### src/rtl/riscv_pkg.sv
// Shared RV32I decode constants: ALU control codes, major opcodes, funct3/funct7 values.
// Used by the decode stage and the ALU so both agree on one encoding.
package riscv_pkg;

  localparam logic [3:0] ALU_AND = 4'b0000;
  localparam logic [3:0] ALU_OR  = 4'b0001;
  localparam logic [3:0] ALU_ADD = 4'b0010;
  localparam logic [3:0] ALU_SUB = 4'b0110;
  localparam logic [3:0] ALU_SLT = 4'b0111;
  localparam logic [3:0] ALU_SGE = 4'b0101;
  localparam logic [3:0] ALU_NOR = 4'b1100;

  localparam logic [6:0] OPC_OP     = 7'b0110011;
  localparam logic [6:0] OPC_OP_IMM = 7'b0010011;
  localparam logic [6:0] OPC_LOAD   = 7'b0000011;
  localparam logic [6:0] OPC_STORE  = 7'b0100011;
  localparam logic [6:0] OPC_BRANCH = 7'b1100011;
  localparam logic [6:0] OPC_JALR   = 7'b1100111;
  localparam logic [6:0] OPC_JAL    = 7'b1101111;
  localparam logic [6:0] OPC_LUI    = 7'b0110111;
  localparam logic [6:0] OPC_AUIPC  = 7'b0010111;

  localparam logic [2:0] F3_ADD = 3'b000;
  localparam logic [2:0] F3_SLT = 3'b010;
  localparam logic [2:0] F3_OR  = 3'b110;
  localparam logic [2:0] F3_AND = 3'b111;
  localparam logic [2:0] F3_BEQ = 3'b000;
  localparam logic [2:0] F3_BNE = 3'b001;
  localparam logic [2:0] F3_BLT = 3'b100;
  localparam logic [2:0] F3_BGE = 3'b101;
  localparam logic [2:0] F3_B   = 3'b000;
  localparam logic [2:0] F3_H   = 3'b001;
  localparam logic [2:0] F3_W   = 3'b010;
  localparam logic [2:0] F3_BU  = 3'b100;
  localparam logic [2:0] F3_HU  = 3'b101;

  localparam logic [6:0] F7_BASE = 7'b0000000;
  localparam logic [6:0] F7_ALT  = 7'b0100000;

  typedef struct packed {
    logic [3:0] alu_ctrl;
    logic       reg_write;
    logic       is_branch;
    logic       br_invert;
    logic       illegal;
  } ctrl_t;

endpackage

### src/rtl/imm_gen.sv
// Immediate extractor: picks the I/S/B/U/J format from the opcode and sign-extends.
// Purely combinational, no handshake.
module imm_gen
  import riscv_pkg::*;
#(
  parameter int DATA_WIDTH  = 32,
  parameter int INSTR_WIDTH = 32
) (
  input  logic [INSTR_WIDTH-1:0] instr,
  output logic [DATA_WIDTH-1:0]  imm
);

  logic [31:0] imm32;

  always_comb begin
    imm32 = '0;
    case (instr[6:0])
      OPC_OP_IMM, OPC_LOAD, OPC_JALR:
        imm32 = {{20{instr[31]}}, instr[31:20]};
      OPC_STORE:
        imm32 = {{20{instr[31]}}, instr[31:25], instr[11:7]};
      OPC_BRANCH:
        imm32 = {{19{instr[31]}}, instr[31], instr[7], instr[30:25], instr[11:8], 1'b0};
      OPC_LUI, OPC_AUIPC:
        imm32 = {instr[31:12], 12'b0};
      OPC_JAL:
        imm32 = {{11{instr[31]}}, instr[31], instr[19:12], instr[20], instr[30:21], 1'b0};
      default:
        imm32 = '0;
    endcase
  end

  assign imm = DATA_WIDTH'($signed(imm32));

endmodule

### src/rtl/id_stage.sv
// Decode stage: one-deep registered payload between fetch and ALU, 1-cycle latency.
// Accepts when empty or draining (full throughput); flush drops the held slot and blocks loads.
module id_stage
  import riscv_pkg::*;
#(
  parameter int DATA_WIDTH  = 32,
  parameter int INSTR_WIDTH = 32,
  parameter int CTRL_BITS   = 4
) (
  input  logic                   clk,
  input  logic                   rst_n,
  input  logic                   in_valid,
  output logic                   in_ready,
  input  logic [INSTR_WIDTH-1:0] instr,
  input  logic [DATA_WIDTH-1:0]  pc,
  input  logic                   flush,
  output logic [4:0]             rs1_addr,
  output logic [4:0]             rs2_addr,
  input  logic [DATA_WIDTH-1:0]  rs1_data,
  input  logic [DATA_WIDTH-1:0]  rs2_data,
  output logic                   out_valid,
  input  logic                   out_ready,
  output logic [DATA_WIDTH-1:0]  alu_a,
  output logic [DATA_WIDTH-1:0]  alu_b,
  output logic [CTRL_BITS-1:0]   alu_ctrl,
  output logic [DATA_WIDTH-1:0]  imm,
  output logic [4:0]             rd_addr,
  output logic                   reg_write,
  output logic                   is_branch,
  output logic                   br_invert,
  output logic                   illegal,
  output logic [DATA_WIDTH-1:0]  out_pc
);

  logic [6:0] opcode;
  logic [2:0] funct3;
  logic [6:0] funct7;
  logic [4:0] rd;
  logic [DATA_WIDTH-1:0] imm_raw;

  assign opcode   = instr[6:0];
  assign funct3   = instr[14:12];
  assign funct7   = instr[31:25];
  assign rd       = instr[11:7];
  assign rs1_addr = instr[19:15];
  assign rs2_addr = instr[24:20];

  imm_gen #(
    .DATA_WIDTH  (DATA_WIDTH),
    .INSTR_WIDTH (INSTR_WIDTH)
  ) u_imm_gen (
    .instr (instr),
    .imm   (imm_raw)
  );

  logic [3:0] d_alu;
  logic       d_legal, d_use_imm, d_branch, d_inv, d_wr;

  always_comb begin
    d_alu     = ALU_AND;
    d_legal   = 1'b0;
    d_use_imm = 1'b0;
    d_branch  = 1'b0;
    d_inv     = 1'b0;
    d_wr      = 1'b0;
    case (opcode)
      OPC_OP: begin
        d_wr    = 1'b1;
        d_legal = 1'b1;
        case ({funct7, funct3})
          {F7_BASE, F3_ADD}: d_alu = ALU_ADD;
          {F7_ALT,  F3_ADD}: d_alu = ALU_SUB;
          {F7_BASE, F3_AND}: d_alu = ALU_AND;
          {F7_BASE, F3_OR }: d_alu = ALU_OR;
          {F7_BASE, F3_SLT}: d_alu = ALU_SLT;
          default:           d_legal = 1'b0;
        endcase
      end
      OPC_OP_IMM: begin
        d_wr      = 1'b1;
        d_use_imm = 1'b1;
        d_legal   = 1'b1;
        case (funct3)
          F3_ADD:  d_alu = ALU_ADD;
          F3_AND:  d_alu = ALU_AND;
          F3_OR:   d_alu = ALU_OR;
          F3_SLT:  d_alu = ALU_SLT;
          default: d_legal = 1'b0;
        endcase
      end
      OPC_LOAD: begin
        d_wr      = 1'b1;
        d_use_imm = 1'b1;
        d_alu     = ALU_ADD;
        d_legal   = funct3 inside {F3_B, F3_H, F3_W, F3_BU, F3_HU};
      end
      OPC_STORE: begin
        d_use_imm = 1'b1;
        d_alu     = ALU_ADD;
        d_legal   = funct3 inside {F3_B, F3_H, F3_W};
      end
      OPC_BRANCH: begin
        d_branch = 1'b1;
        d_legal  = 1'b1;
        case (funct3)
          F3_BEQ:  d_alu = ALU_SUB;
          F3_BNE: begin
            d_alu = ALU_SUB;
            d_inv = 1'b1;
          end
          F3_BLT:  d_alu = ALU_SLT;
          F3_BGE:  d_alu = ALU_SGE;
          default: d_legal = 1'b0;
        endcase
      end
      default: ;
    endcase
  end

  // Illegal instructions leave a quiet payload: no write, no branch, zero operands.
  ctrl_t                 ctrl_d, ctrl_q;
  logic [DATA_WIDTH-1:0] a_d, b_d, imm_d;
  logic                  load;

  always_comb begin
    ctrl_d.alu_ctrl  = d_legal ? d_alu : ALU_AND;
    ctrl_d.reg_write = d_legal && d_wr && (rd != 5'd0);
    ctrl_d.is_branch = d_legal && d_branch;
    ctrl_d.br_invert = d_legal && d_inv;
    ctrl_d.illegal   = !d_legal;
    a_d              = d_legal ? rs1_data : '0;
    b_d              = !d_legal ? '0 : (d_use_imm ? imm_raw : rs2_data);
    imm_d            = d_legal ? imm_raw : '0;
  end

  assign in_ready = (!out_valid || out_ready) && !flush;
  assign load     = in_valid && in_ready;

  always_ff @(posedge clk or negedge rst_n) begin
    if (!rst_n) begin
      out_valid <= 1'b0;
      ctrl_q    <= '0;
      alu_a     <= '0;
      alu_b     <= '0;
      imm       <= '0;
      rd_addr   <= '0;
      out_pc    <= '0;
    end else begin
      if (flush)          out_valid <= 1'b0;
      else if (load)      out_valid <= 1'b1;
      else if (out_ready) out_valid <= 1'b0;
      if (load) begin
        ctrl_q  <= ctrl_d;
        alu_a   <= a_d;
        alu_b   <= b_d;
        imm     <= imm_d;
        rd_addr <= rd;
        out_pc  <= pc;
      end
    end
  end

  assign alu_ctrl  = CTRL_BITS'(ctrl_q.alu_ctrl);
  assign reg_write = ctrl_q.reg_write;
  assign is_branch = ctrl_q.is_branch;
  assign br_invert = ctrl_q.br_invert;
  assign illegal   = ctrl_q.illegal;

endmodule

### config.mk
export PLATFORM = sky130hd
export DESIGN_NAME = id_stage
export DESIGN_NICKNAME = d
export VERILOG_FILES = /design/src/rtl/riscv_pkg.sv /design/src/rtl/imm_gen.sv /design/src/rtl/id_stage.sv
export SDC_FILE = /design/constraint.sdc
export NUM_CORES = 1
export LEC_CHECK = 0
export BUFFER_PORTS_ARGS = -buffer_cell sky130_fd_sc_hd__buf_2
export CORE_MARGIN = 5
export CORE_UTILIZATION = 48
export CTS_CLUSTER_SIZE = 8
export DETAILED_ROUTE_END_ITERATION = 10
export MAX_ROUTING_LAYER = met4
export PLACE_DENSITY_LB_ADDON = 0.15
export SLEW_MARGIN = 10
export SYNTH_ARGS = -nofsm -noshare
export SYNTH_HDL_FRONTEND = slang
export SYNTH_HIERARCHICAL = 1
export SYNTH_SLANG_ARGS = --single-unit
### constraint.sdc
create_clock -name clk -period 1.6 [get_ports clk]
set_input_delay 0.4 -clock clk [delete_from_list [all_inputs] [get_ports clk]]
set_output_delay 0.4 -clock clk [all_outputs]
set_load 0.03 [all_outputs]
==> run_results.csv <==
group,metric,value,unit
floorplan,core,0.0139,mm^2
final_layout,instances_no_fill,1297,
floorplan,start_util,48.8,%
timing,max_freq,624,MHz
route,drt_pass1_iterations,5,
power_and_ir_drop,p_leak,5.20,nW
synth,synthesis.area,0.00677,mm^2
worst_setup_path,start_kind,"primary input",
clock_network,cts_tree,"yes",
status,outcome,"complete, but fails checks",
synth,synth_edf_count,0,
timing,worst_slew_pin_slew,522,ps
worst_setup_path,reg2reg_slack,30,ps
clock_network,cts.sinks,141,
timing,holdWs,171,ps
final_layout,fill_cells,1102,
timing,finalHoldViolCount,0,
worst_setup_path,crit_chain,"buf_6 > nor4_4 > nand2_2 > o41ai_4 > a21boi_4 > buf_12 > buf_16 > a311oi_2",
timing,relSlewSlack,65.1,%
placement,gp_congestion,0.847,
worst_setup_path,worstPathArrival,1920,ps
final_layout,layout_commonest_cell,"nand2_1",
synth,synth_top_cell_area_share,52.1,%
timing,finalSetupViolCount,1,
power_and_ir_drop,p_per_area,1070,mW/mm^2
final_layout,layout_common_cells,"281 x nand2_1, 280 x buf_2, 141 x dfrtp_1",
placement,pre_cts_slack,-585,ps
floorplan,io_pins,286,
clock_network,clockRootBuffer,"clkbuf_16",
worst_setup_path,critPathMaxFanout,11,
global_routing,grt_pass1_vias,6480,
worst_setup_path,criticalPathCategory,"primary input to flip-flop",
final_layout,multi_input_area,0.00319,mm^2
floorplan,die_w,129,um
worst_setup_path,slowest_delay,410,ps
placement,dp.cells,1255,
synth,netlist_instances,780,
route,num_vias,6881,
timing,min_period,1600,ps
timing,rsz0062_at_grt,"true",
final_layout,num_antenna_cells,0,
global_routing,gr-total-overflow,0,
final_layout,drive_above_1_share,44.9,%
timing,worst_slack,-2.15,ps
power_and_ir_drop,ir_drop,757,uV
final_layout,fin_util,72.0,%
placement,placed_cell_area,0.00889,mm^2
placement,numPortBuffers,284,
clock_network,clkLatencyLatePin,420,ps
route,drtIter0Drc,415,
final_layout,fin_nets,1237,
worst_setup_path,cp_slowest_cell,"o41ai_4",
worst_setup_path,r2r-end,"alu_a[15]",
clock_network,clockBufferDepth,2,
worst_setup_path,r2r_start,"out_valid",
synth,ys_ff_latch,141,
timing,clock_skew,9.07,ps
floorplan,dieArea,0.0166,mm^2
synth,synth_ff_type,"dfrtp_1",
synth,syn_area_per_cell,8.68,um^2
global_routing,grt_usage,26.9,%
worst_hold_path,hold_path_class,"primary input to flip-flop",
final_layout,seq_area,0.00353,mm^2
route,drcViolationCount,0,
synth,synth.distinct_cells,61,
final_layout,area_growth,47.5,%
final_layout,final_area,0.00999,mm^2
worst_hold_path,holdCritStartpoint,"pc[26]",
timing,slew_viol_final,0,
synth,synth_area_leaders,"dfrtp_1 52%, nand2_1 16%, a21oi_1 6.0%, a211oi_1 3.3%, a21oi_2 2.6%",
synth,ys_warn_count,6,
worst_setup_path,critPathRequiredTime,1920,ps
route,vias_per_cell,5.31,
global_routing,grt_max_degree,52,
synth,syn_nets,913,
synth,async_flop_share,100,%
route,wirelength,22.7,mm
route,ant_nets,0,
timing,fin_crit_sh,100,%
worst_setup_path,reg2regPathDepth,7,
clock_network,numCtsBuffers,17,
floorplan,rows,43,
worst_hold_path,hold_depth,3,
status,violations,"setup timing",
synth,ys_seq_area_share,52.1,%
job,drv_cap,0,
route,routedWlPerCell,17.5,um
synth,yosysTopAreaCell,"dfrtp_1",
clock_network,h-tree-depth,4,
worst_hold_path,holdPathEnd,"out_pc[26]",
placement,dp_hpwl,16.0,mm
clock_network,cts.clk_slew.worst_paths,60,ps
global_routing,grt_pass1_wl,34.1,mm
global_routing,antenna_found_initial,0,
floorplan,die_y,129,um
worst_setup_path,endpoint_kind,"flip-flop",
==> worst max-delay path, delay by kind of cell <==
kind,cells,cell delay [ps]
AND/OR/NAND/NOR,2,390
AO/OA/AOI/OAI,3,710
buffers and inverters,3,420
==> per-stage QoR <==
step / TNS [ps] / total power, mW
3_5_place_dp: -36340 / 6.59
5_1_grt: -1680 / 11.2
2_1_floorplan: -1460 / 5.61
6_report: -2.15 / 10.7
3_3_place_gp: -37410 / 6.56
4_1_cts: -3.97 / 10.6
==> worst max-delay path by stage <==
stage / cells after the start / slack (ps) / startpoint / to
floorplan: 9 / -50 / instr[14] / imm[11]
global placement: 7 / -540 / instr[1] / imm[21]
detailed placement: 7 / -580 / instr[1] / imm[21]
CTS: 3 / -4 / out_valid / in_ready
global route: 8 / -90 / instr[29] / alu_b[21]
finish: 8 / -2 / instr[29] / alu_ctrl[1]
==> cells by family after synthesis <==
group / share of synthesized area [%]
other: 0.0554
buffers and inverters: 5.86
xor gates and xnor gates: 0.129
and+or+nand+nor: 23.9
AOI/OAI and AO/OA: 17.8
DFF: 52.1
muxes: 0.148
==> synthesized netlist by cell type (2+ instances only) <==
cell and instances:
nand2_1 283, dfrtp_1 141, a21oi_1 81, nor2_1 45, a211oi_1 30, clkbuf_1 29
a21oi_2 20, buf_2 16, nand3_1 15, buf_4 14, o21ai_0 14, a21o_2 8
buf_6 7, nor2b_1 6, a22o_1 4, nand2b_1 4, or3_1 4, a31oi_1 3
and2b_1 3, buf_1 3, a211o_1 2, a211oi_2 2, and3b_2 2, and4bb_2 2
inv_1 2, nand4b_1 2, nor4_1 2, o21a_1 2, o31ai_1 2
==> final cells by class <==
cell class	instances	area share [%]
Sequential cell	141	35.3
Multi-Input combinational cell	567	31.9
Timing Repair Buffer	375	24.5
Clock buffer	22	4.55
Tap cell	180	2.25
Clock inverter	10	1.39
Inverter	2	0.0752
==> sequential cells by signal, summed over array words and instances, names as in the netlist <==
signal and cells:
alu_a 32, alu_b 32, alu_ctrl 3, br_invert 1, illegal 1, imm 32, is_branch 1, out_pc 32
out_valid 1, rd_addr 5, reg_write 1
==> where the power goes <==
part           internal [mW]  switching [mW]
registers               3.93           0.192
clock network           2.49            1.46
logic                  0.896            1.71
==> timing repair <==
item	CTS	global route
cloned	1	5
hold endpoints to repair	28	0
pin swaps	1	6
setup endpoints to repair	82	47
buffers inserted	2	1
hold buffers	1	0
gates resized for setup	10	54
==> per-layer routing <==
metal  up-vias  GRT usage (%)  part of all wire (%)
li1       3248              -                     -
met1      3269           36.9                    42
met2       320           40.7                    48
met3        44           4.98                   7.4
met4         0           8.52                   2.3
met5         -              -                     0
(Power assumes the default switching activity.)
